===== config.mk =====
export PLATFORM = sky130hd
export DESIGN_NAME = mch_tx_frame
export DESIGN_NICKNAME = d
export VERILOG_FILES = /design/src/rtl/mch_tx_frame.sv
export SDC_FILE = /design/constraint.sdc
export NUM_CORES = 1
export LEC_CHECK = 0
export CORE_MARGIN = 5
export CORE_UTILIZATION = 55
export CTS_CLUSTER_SIZE = 14
export DETAILED_ROUTE_END_ITERATION = 7
export MAX_ROUTING_LAYER = met4
export PLACE_DENSITY = 0.8
export SETUP_SLACK_MARGIN = 0.05
export SKIP_LAST_GASP = 1
export SLEW_MARGIN = 20
export SYNTH_ARGS = -nofsm -noshare
export SYNTH_HDL_FRONTEND = slang
export SYNTH_SLANG_ARGS = --single-unit

===== constraint.sdc =====
create_clock -name clk -period 5.5 [get_ports clk]
set_input_delay 0.55 -clock clk [delete_from_list [all_inputs] [get_ports clk]]
set_output_delay 0.55 -clock clk [all_outputs]
set_load 0.02 [all_outputs]

===== src/rtl/mch_tx_frame.sv =====
// mch_tx_frame: Manchester frame transmitter sending preamble, SOF, LEN and payload, MSB first.
// Define MCH_TX_CRC8_EN to append a CRC-8 (poly 0x07, init 0) computed over LEN and payload.
module mch_tx_frame #(
    parameter int         MAX_BYTES = 4,
    parameter int         HALF_CLKS = 5000,
    parameter int         PRE_BYTES = 2,
    parameter logic [7:0] SOF       = 8'h7E
) (
    input  logic                   clk,
    input  logic                   rst,
    input  logic                   start,
    input  logic [7:0]             len,
    input  logic [8*MAX_BYTES-1:0] pd,
    output logic                   txsd,
    output logic                   busy,
    output logic                   done,
    output logic                   err
);

    localparam int         TMR_W    = (HALF_CLKS > 1) ? $clog2(HALF_CLKS) : 1;
    localparam int         CNT_MAX  = (MAX_BYTES > PRE_BYTES) ? MAX_BYTES : PRE_BYTES;
    localparam int         BYTE_W   = (CNT_MAX > 1) ? $clog2(CNT_MAX) : 1;
    localparam logic [7:0] PRE_BYTE = 8'h55;

    typedef enum logic [2:0] {
        S_IDLE,
        S_PRE,
        S_SOF,
        S_LEN,
        S_DATA,
`ifdef MCH_TX_CRC8_EN
        S_CRC,
`endif
        S_END
    } state_t;

    state_t                 state_q;
    logic [TMR_W-1:0]       tmr_q;
    logic                   phase_q;
    logic [2:0]             bit_q;
    logic [BYTE_W-1:0]      byte_q;
    logic [7:0]             sh_q;
    logic [7:0]             len_q;
    logic [8*MAX_BYTES-1:0] pd_q;
    logic                   txsd_q;
    logic                   busy_q;
    logic                   done_q;
    logic                   err_q;
`ifdef MCH_TX_CRC8_EN
    logic [7:0]             crc_q;
    logic [7:0]             crc_d;
`endif

    logic              idle_like;
    logic              len_ok;
    logic              half_end;
    logic              bit_end;
    logic              byte_end;
    logic              last_pre;
    logic              last_data;
    logic [BYTE_W-1:0] data_idx;
    state_t            state_d;
    logic [7:0]        byte_d;
    logic [BYTE_W-1:0] byte_cnt_d;

    // END behaves like IDLE for accept/reject so a held start chains frames with a 1-cycle gap.
    always_comb begin
        idle_like = (state_q == S_IDLE) || (state_q == S_END);
        len_ok    = (len != 8'd0) && (len <= 8'(MAX_BYTES));
        half_end  = (tmr_q == TMR_W'(HALF_CLKS - 1));
        bit_end   = half_end && phase_q;
        byte_end  = bit_end && (bit_q == 3'd7);
        last_pre  = (byte_q == BYTE_W'(PRE_BYTES - 1));
        last_data = (8'(byte_q) == (len_q - 8'd1));
        data_idx  = byte_q + 1'b1;
    end

`ifdef MCH_TX_CRC8_EN
    // Bit-serial CRC step for the bit currently on the line (sh_q[7]).
    always_comb begin
        crc_d = {crc_q[6:0], 1'b0} ^ ((crc_q[7] ^ sh_q[7]) ? 8'h07 : 8'h00);
    end
`endif

    // Field sequencing: what goes on the line after the current byte finishes.
    // NOTE: every always_comb output gets a default first, so no path leaves it unassigned (no latch).
    always_comb begin
        state_d    = state_q;
        byte_d     = PRE_BYTE;
        byte_cnt_d = byte_q;
        case (state_q)
            S_PRE: begin
                if (last_pre) begin
                    state_d    = S_SOF;
                    byte_d     = SOF;
                    byte_cnt_d = '0;
                end else begin
                    byte_cnt_d = byte_q + 1'b1;
                end
            end
            S_SOF: begin
                state_d = S_LEN;
                byte_d  = len_q;
            end
            S_LEN: begin
                state_d    = S_DATA;
                byte_d     = pd_q[7:0];
                byte_cnt_d = '0;
            end
            S_DATA: begin
                if (last_data) begin
`ifdef MCH_TX_CRC8_EN
                    state_d = S_CRC;
                    byte_d  = crc_d;
`else
                    state_d = S_END;
`endif
                end else begin
                    byte_cnt_d = data_idx;
                    byte_d     = pd_q[8*data_idx +: 8];
                end
            end
`ifdef MCH_TX_CRC8_EN
            S_CRC: state_d = S_END;
`endif
            default: ;
        endcase
    end

    // NOTE: all state here uses non-blocking assignments so every register sees pre-edge values.
    always_ff @(posedge clk or negedge rst) begin
        if (!rst) begin
            state_q <= S_IDLE;
            tmr_q   <= '0;
            phase_q <= 1'b0;
            bit_q   <= '0;
            byte_q  <= '0;
            sh_q    <= '0;
            len_q   <= '0;
            pd_q    <= '0;
            txsd_q  <= 1'b1;
            busy_q  <= 1'b0;
            done_q  <= 1'b0;
            err_q   <= 1'b0;
`ifdef MCH_TX_CRC8_EN
            crc_q   <= '0;
`endif
        end else begin
            done_q <= 1'b0;
            err_q  <= 1'b0;
            if (idle_like) begin
                state_q <= S_IDLE;
                busy_q  <= 1'b0;
                txsd_q  <= 1'b1;
                if (start) begin
                    if (len_ok) begin
                        state_q <= S_PRE;
                        busy_q  <= 1'b1;
                        len_q   <= len;
                        pd_q    <= pd;
                        sh_q    <= PRE_BYTE;
                        tmr_q   <= '0;
                        phase_q <= 1'b0;
                        bit_q   <= '0;
                        byte_q  <= '0;
                        txsd_q  <= ~PRE_BYTE[7];
`ifdef MCH_TX_CRC8_EN
                        crc_q   <= '0;
`endif
                    end else begin
                        err_q <= 1'b1;
                    end
                end
            end else begin
                tmr_q <= half_end ? '0 : tmr_q + 1'b1;
                if (half_end && !phase_q) begin
                    phase_q <= 1'b1;
                    txsd_q  <= sh_q[7];
                end else if (bit_end) begin
                    phase_q <= 1'b0;
                    bit_q   <= bit_q + 3'd1;
`ifdef MCH_TX_CRC8_EN
                    if (state_q == S_LEN || state_q == S_DATA) begin
                        crc_q <= crc_d;
                    end
`endif
                    if (byte_end) begin
                        state_q <= state_d;
                        byte_q  <= byte_cnt_d;
                        sh_q    <= byte_d;
                        if (state_d == S_END) begin
                            txsd_q <= 1'b1;
                            busy_q <= 1'b0;
                            done_q <= 1'b1;
                        end else begin
                            txsd_q <= ~byte_d[7];
                        end
                    end else begin
                        sh_q   <= {sh_q[6:0], 1'b0};
                        txsd_q <= ~sh_q[6];
                    end
                end
            end
        end
    end

    assign txsd = txsd_q;
    assign busy = busy_q;
    assign done = done_q;
    assign err  = err_q;

endmodule


==> results of run 1 <==
## final cells by class
type	instances	area, um^2	area share [%]
well taps	96	120.1	2.621
clock buffers	9	123.9	2.703
repair buffers	51	493.0	10.76
inverters	12	45.04	0.9828
clock inverters	7	76.32	1.665
flip-flops and latches	74	1853	40.43
multi-input cells	317	1872	40.84
## power by group through the flow
stage               clock [mW]  sequential [mW]  combinational [mW]
floorplan                    0            0.555             0.00117
global placement             0            0.554              0.0419
detailed placement           0            0.554              0.0426
CTS                      0.439            0.543              0.0428
global route             0.463            0.544              0.0459
finish                   0.431            0.544              0.0418
## path summary, 6_finish.rpt
| path | end | slack, ns | cells past startpoint |
|---|---|---|---|
| max in group asynchronous | bit_q[0] | 4.50 | 2 |
| worst max-delay path | byte_q[1] | 2.50 | 5 |
| worst max register to register | byte_q[1] | 2.50 | 5 |
| min in group clk | pd_q[8] | 0.48 | 2 |
| worst min-delay path | busy | 0.41 | 2 |
| worst min register to register | pd_q[8] | 0.48 | 2 |
## worst reg2reg max path, cell delays in order, from the launching register on
cell                      delay, ns
sky130_fd_sc_hd__dfrtp_1       0.66
sky130_fd_sc_hd__nor2b_1       0.35
sky130_fd_sc_hd__or3_1         0.48
sky130_fd_sc_hd__a21oi_1       0.89
sky130_fd_sc_hd__a21o_1        0.18
sky130_fd_sc_hd__mux2_2        0.34
## placed cells by master (no fill, tap or decap), types with 5 or more instances in the layout
cell,synthesis,routed
sky130_fd_sc_hd__a21oi_1,13,13
sky130_fd_sc_hd__and2_1,5,5
sky130_fd_sc_hd__and3_1,8,8
sky130_fd_sc_hd__buf_4,1,5
sky130_fd_sc_hd__clkbuf_8,0,9
sky130_fd_sc_hd__clkdlybuf4s50_1,0,45
sky130_fd_sc_hd__dfrtp_1,73,73
sky130_fd_sc_hd__ha_1,6,6
sky130_fd_sc_hd__inv_1,12,12
sky130_fd_sc_hd__mux2i_1,7,7
sky130_fd_sc_hd__mux4_2,8,8
sky130_fd_sc_hd__nand2_1,134,134
sky130_fd_sc_hd__nand3_1,13,13
sky130_fd_sc_hd__nor2_1,17,17
sky130_fd_sc_hd__nor3_1,10,10
sky130_fd_sc_hd__o211ai_1,6,6
sky130_fd_sc_hd__o21ai_0,28,28
sky130_fd_sc_hd__o22ai_1,5,5
sky130_fd_sc_hd__o2bb2ai_1,5,5
sky130_fd_sc_hd__xor2_1,5,5
## cell families (layout without fill, tap and decap cells)
kind of cell / count (synthesis) / in the layout / share of synthesized area (%)
AOI/OAI and AO/OA: 79 / 79 / 13.08
xor gates and xnor gates: 6 / 6 / 1.353
buffers and inverters: 37 / 79 / 4.091
DFF: 74 / 74 / 47.71
muxes: 18 / 18 / 7.313
adders and majority gates: 6 / 6 / 1.933
and+or+nand+nor: 208 / 208 / 24.52
## sequential cells by signal, summed over array words and instances (netlist names), named ones only
| register | count |
|---|---|
| done | 1 |
| busy | 1 |
| txsd | 1 |
| phase_q | 1 |
| len_q | 8 |
| err | 1 |
| pd_q | 32 |
| tmr_q | 13 |
| sh_q | 8 |
| state_q | 2 |
| bit_q | 3 |
| byte_q | 2 |
## metal layers
layer	GRT usage, %	part of all wire, %	vias to the layer above	wire [um]
li1	-	-	1552	-
met1	29.58	46	1533	4001
met2	34.30	48	92	4139
met3	4.327	4.5	15	386
met4	7.942	1.5	0	131
met5	-	0	-	0
==> qor.log, run 1 <==
INFO  status         status=finished, final reports clean
INFO  sta            finalClockSkew=0.008242ns
INFO  power_and_ir_drop power.leakage=2.104nW
INFO  yosys          postSynthRegisterBits=74
INFO  worst_setup_path worst_ep_required_time=5.74ns
INFO  power_and_ir_drop p_sw_share=22.98%
INFO  place          port_buffers=46
INFO  worst_setup_path crit_path_start_kind=flop
INFO  worst_setup_path path_class=reg -> reg
INFO  worst_hold_path min_path_type=in -> async
INFO  worst_setup_path r2r-start=state_q[0]
INFO  die            initial_core_utilization=56.85%
INFO  worst_setup_path timing.critical_path.buf_inv=0
INFO  detailed_routing routed_wirelength=8.658mm
INFO  worst_setup_path cpPeakStageDelay=0.89ns
INFO  grt            globalRouteOverflowTotal=0
INFO  clock_tree     clockBufferDepth=2
INFO  clock_tree     tritoncts.num_buffers=9
INFO  yosys          yosysTopAreaCellShare=47.04%
INFO  worst_setup_path cp.arrival=3.24ns
INFO  job            max_cap_viol_count=0
INFO  power_and_ir_drop vdd_drop_max=0.1509mV
INFO  sta            worstMarginPinSlew=1.103ns
INFO  yosys          yosysMostFrequentCell=sky130_fd_sc_hd__nand2_1
INFO  grt            grt_util_all_layers=22.27%
INFO  place          dp_worst_setup_slack=2.419ns
INFO  worst_setup_path worst_path_dominant_cell_family=compound AO/OA/AOI/OAI gates
INFO  yosys          yosysWarnings=0
INFO  worst_setup_path crit_path_max_fanout=20
INFO  yosys          post_synth_num_cell_types=53
INFO  place          post-dp-hpwl=6.078mm
INFO  sta            final.period_utilization=54.60%
INFO  sta            hold_ws=0.4057ns
INFO  grt            wire_length_of_the_first_global_routing_pass=15.01mm
INFO  finish         fin_util=67.09%
INFO  clock_tree     insertion_delay=0.35ns
INFO  worst_setup_path crit_path_cell_trace=nor2b_1 > or3_1 > a21oi_1 > a21o_1 > mux2_2
INFO  sta            hold_violations=0
INFO  detailed_routing drt_first_iter_violations=261
INFO  sta            clock.fmax=333.0MHz
INFO  grt            via_count_of_the_first_global_routing_pass=3163
INFO  clock_tree     cts_tree=built
INFO  die            std_cell_rows=30
INFO  clock_tree     cts.repair_timing.setup_buffer_count=0
INFO  worst_setup_path worstSetupStartpoint=state_q[0]
INFO  die            fp.dieArea=8842um^2
INFO  clock_tree     clk_pin_slew=0.08ns
INFO  sta            timing.setup.tns=0ns
INFO  finish         final_net_count=514
INFO  finish         finalInstanceArea=4583um^2
INFO  grt            grt_max_degree=75
INFO  clock_tree     clockRootBuffer=sky130_fd_sc_hd__clkbuf_8
INFO  sta            period_needed=3.003ns
INFO  yosys          synth.top_cells.by_count=134 x sky130_fd_sc_hd__nand2_1, 73 x sky130_fd_sc_hd__dfrtp_1, 28 x sky130_fd_sc_hd__o21ai_0
INFO  detailed_routing firstDrtPassIters=4
INFO  power_and_ir_drop seq_power_share=53.5%
INFO  yosys          synthesis.instances=428
INFO  die            die_h=94.03um
INFO  sta            rsz0062_at_grt=no
INFO  finish         layout.cells.non_filler=566
INFO  yosys          async_set_or_reset_register_ratio_after_synthesis=100.0%
INFO  sta            maxSlewViolCount=0
INFO  power_and_ir_drop switchingPower=233.5uW
INFO  yosys          synth_flop_cell=sky130_fd_sc_hd__dfrtp_1
INFO  clock_tree     cts_hold_repair.buffers=0
INFO  power_and_ir_drop cell_internal_pwr=782.7uW
INFO  die            core-area=6832um^2
INFO  sta            setup_violators_final=0
INFO  power_and_ir_drop p_total=1.016mW
INFO  die            dieWidth=94.03um
INFO  finish         antenna-diode-count=0
INFO  detailed_routing total_via_count_after_detailed_routing=3192
INFO  finish         final.fill_count=554
INFO  yosys          synth_edf_count=0
INFO  finish         area_growth_synth_to_finish=18.01%
INFO  clock_tree     cts_htree_levels=3
INFO  yosys          post_synth_instance_area=3884um^2
INFO  place          finalWeightedCongestion=0.9245
INFO  yosys          yosysSeqAreaShare=47.71%
INFO  place          numPlacedInstances=550
INFO  place          dpl-instance-area=4383um^2
INFO  sta            timing.final.ws_setup=2.497ns
INFO  worst_setup_path worst_path_max_delay_cell=sky130_fd_sc_hd__a21oi_1
INFO  die            pin_count=47
INFO  yosys          post_syn_nets=477
INFO  worst_setup_path endpoint_kind=flop
INFO  clock_tree     clock_sink_count=74
INFO  yosys          synth_area_per_cell=9.074um^2
INFO  finish         layout_cell_share_with_drive_strength_beyond_1=9.149%
INFO  yosys          synth.area.top_cells=sky130_fd_sc_hd__dfrtp_1 47%, sky130_fd_sc_hd__nand2_1 13%, sky130_fd_sc_hd__mux4_2 4.6%
INFO  power_and_ir_drop pwr-share-comb=4.1%
INFO  detailed_routing wire_per_inst=15.30um
INFO  detailed_routing route.detailed.drc=0
INFO  detailed_routing route.detailed.vias_per_inst=5.640
INFO  power_and_ir_drop clock_power_share=42.4%
INFO  sta            worst_slew_margin_rel=26.43%
INFO  power_and_ir_drop power.density_cell_area=221.7nW/um^2
INFO  yosys          synth_top_area_cell=sky130_fd_sc_hd__dfrtp_1
INFO  clock_tree     cts-resized-gates=0
INFO  grt            initial_antenna_violation_count=0
INFO  detailed_routing postRouteAntennaNets=0
Power figures use the tool's default switching activity.
==> inputs of run 2 (changes only) <==
==> constraint.sdc (replaced) <==
create_clock -name clk -period 3 [get_ports clk]
set_input_delay 0.3 -clock clk [delete_from_list [all_inputs] [get_ports clk]]
set_output_delay 0.3 -clock clk [all_outputs]
set_load 0.02 [all_outputs]
==> run 2 against run 1 <==
Power increased by 99%. Utilization increased by 1.8 points. Largest power group unchanged. First-iteration DRC count increased by 17%. Combinational power increased by 95%. Wire length increased by 2.1%. Largest cell class unchanged. Sequential cell count unchanged. Critical endpoint is now sh_q[2].
==> qor.log, run 2 (same netlist as run 1, synthesis figures left out) <==
INFO  die            std_cell_rows=30
INFO  finish         most-common-layout-cells=134 x sky130_fd_sc_hd__nand2_1, 73 x sky130_fd_sc_hd__dfrtp_1, 45 x sky130_fd_sc_hd__clkdlybuf4s50_1
INFO  finish         final_net_count=523
INFO  detailed_routing routed_wirelength=8.844mm
INFO  detailed_routing total_via_count_after_detailed_routing=3263
INFO  sta            period_needed=2.495ns
INFO  sta            setup_violators_final=0
INFO  grt            grt_max_degree=75
INFO  detailed_routing postRouteAntennaNets=0
INFO  detailed_routing route.detailed.vias_per_inst=5.675
INFO  sta            clock.fmax=400.9MHz
INFO  sta            rsz0062_at_grt=no
INFO  sta            hold_violations=0
INFO  clock_tree     insertion_delay=0.36ns
INFO  sta            timing.final.ws_setup=0.5053ns
INFO  worst_hold_path min_path_type=in -> reg
INFO  grt            wire_length_of_the_first_global_routing_pass=15.33mm
INFO  sta            worst_slew_margin_rel=45.67%
INFO  power_and_ir_drop p_total=2.026mW
INFO  power_and_ir_drop power.leakage=2.178nW
INFO  clock_tree     cts-resized-gates=0
INFO  place          numPlacedInstances=558
INFO  worst_setup_path crit_path_max_fanout=8
INFO  finish         biggestRegsByFlops=pd_q x32, tmr_q x13
INFO  worst_setup_path endpoint_kind=flop
INFO  sta            finalClockSkew=0.007639ns
INFO  die            dieWidth=94.03um
INFO  finish         largest_register_ffs=32
INFO  die            fp.dieArea=8842um^2
INFO  die            die_h=94.03um
INFO  worst_setup_path worst_ep_required_time=3.23ns
INFO  clock_tree     cts_htree_levels=3
INFO  die            pin_count=47
INFO  status         status=finished, final reports clean
INFO  worst_setup_path crit_path_start_kind=flop
INFO  clock_tree     cts_tree=built
INFO  die            core-area=6832um^2
INFO  job            max_cap_viol_count=0
INFO  place          finalWeightedCongestion=0.8841
INFO  finish         area_growth_synth_to_finish=21.17%
INFO  detailed_routing firstDrtPassIters=6
INFO  grt            globalRouteOverflowTotal=0
INFO  clock_tree     clockRootBuffer=sky130_fd_sc_hd__clkbuf_8
INFO  finish         layout_cell_share_with_drive_strength_beyond_1=10.44%
INFO  clock_tree     clk_pin_slew=0.08ns
INFO  finish         fin_util=68.88%
INFO  sta            maxSlewViolCount=0
INFO  power_and_ir_drop power.density_cell_area=430.6nW/um^2
INFO  sta            final.period_utilization=83.16%
INFO  finish         antenna-diode-count=0
INFO  clock_tree     clock_sink_count=74
INFO  sta            timing.setup.tns=0ns
INFO  clock_tree     clockBufferDepth=2
INFO  die            initial_core_utilization=56.85%
INFO  finish         largest-register=pd_q
INFO  detailed_routing wire_per_inst=15.38um
INFO  detailed_routing route.detailed.drc=0
INFO  sta            worstMarginPinSlew=0.8114ns
INFO  detailed_routing drt_first_iter_violations=306
INFO  grt            via_count_of_the_first_global_routing_pass=3228
INFO  place          port_buffers=46
INFO  clock_tree     tritoncts.num_buffers=9
INFO  power_and_ir_drop vdd_drop_max=0.4330mV
INFO  worst_setup_path path_class=reg -> reg
INFO  finish         layout.cells.non_filler=575
INFO  finish         most_frequent_standard_cell_in_the_layout_excluding_fill_and_tap_cells=sky130_fd_sc_hd__nand2_1
INFO  grt            grt_util_all_layers=22.69%
INFO  grt            initial_antenna_violation_count=0
INFO  place          post-dp-hpwl=6.205mm
INFO  place          dp_worst_setup_slack=0.3803ns
INFO  worst_setup_path cp.arrival=2.73ns
==> run 2: cell count changes in the layout (fill, tap and decap cells not counted) <==
| cell | before | now |
|---|---|---|
| sky130_fd_sc_hd__buf_12 | 0 | 1 |
| sky130_fd_sc_hd__buf_4 | 5 | 12 |
| sky130_fd_sc_hd__bufinv_16 | 1 | 3 |
| sky130_fd_sc_hd__clkbuf_1 | 0 | 1 |
| sky130_fd_sc_hd__clkinvlp_4 | 2 | 0 |
| sky130_fd_sc_hd__dlygate4sd3_1 | 0 | 1 |
| sky130_fd_sc_hd__inv_6 | 2 | 1 |
==> run 2: worst max-delay path, cell delays in order (launching register included) <==
cell,delay (ns)
sky130_fd_sc_hd__dfrtp_1,0.39
sky130_fd_sc_hd__inv_1,0.09
sky130_fd_sc_hd__ha_1,0.22
sky130_fd_sc_hd__and3b_1,0.16
sky130_fd_sc_hd__o211ai_1,0.66
sky130_fd_sc_hd__o21ai_0,0.36
sky130_fd_sc_hd__a221oi_1,0.37
sky130_fd_sc_hd__o2bb2ai_1,0.12
==> run 2: power by group <==
group | leakage, nW | total (mW) | internal, mW | switching (mW)
clock network | 0.121 | 0.948 | 0.556 | 0.392
registers | 0.953 | 0.996 | 0.996 | 0
logic | 1.10 | 0.0817 | 0.0519 | 0.0298
total | 2.18 | 2.03 | 1.60 | 0.422
==> run 2: worst paths after layout <==
| path | start | endpoint | slack (ns) | cells after the start |
|---|---|---|---|---|
| setup / recovery | len_q[0] | sh_q[2] | 0.51 | 7 |
| hold / removal | pd[23] | pd_q[23] | 0.46 | 3 |
| setup reg to reg | len_q[0] | sh_q[2] | 0.51 | 7 |
| hold reg to reg | pd_q[11] | pd_q[11] | 0.48 | 2 |
| max in group asynchronous | rst | txsd | 2.15 | 3 |
| min in group asynchronous | rst | pd_q[24] | 0.49 | 3 |
==> run 2: cell type report <==
cell class / count / area, um^2
Clock inverter: 6 / 112.6
Timing Repair Buffer: 60 / 575.6
Fill cell: 536 / 2126
Sequential cell: 74 / 1853
Clock buffer: 10 / 127.6
Inverter: 12 / 45.04
Multi-Input combinational cell: 317 / 1872
Tap cell: 96 / 120.1
==> run 2: through the flow <==
| stage | hold WS, ns | cell area (um^2) |
|---|---|---|
| 2_1_floorplan | 0.004409 | 3884 |
| 3_3_place_gp | 0.3598 | 4456 |
| 3_5_place_dp | 0.3610 | 4456 |
| 4_1_cts | 0.4583 | 4706 |
| 5_1_grt | 0.4465 | 4706 |
| 6_report | 0.4573 | 4706 |
==> run 2: timing repair <==
item / in CTS / in global routing
endpoints found under the setup margin: 0 / 0
hold endpoints to repair: 73 / 0
hold buffers: 1 / 0
buffers inserted: 0 / 0
==> run 2: routing by layer <==
metal	up-vias	routed length (um)	global-route usage, %
li1	1573	-	-
met1	1571	4034	30.82
met2	111	4191	34.77
met3	8	558	5.529
met4	0	59	5.174
met5	-	0	-
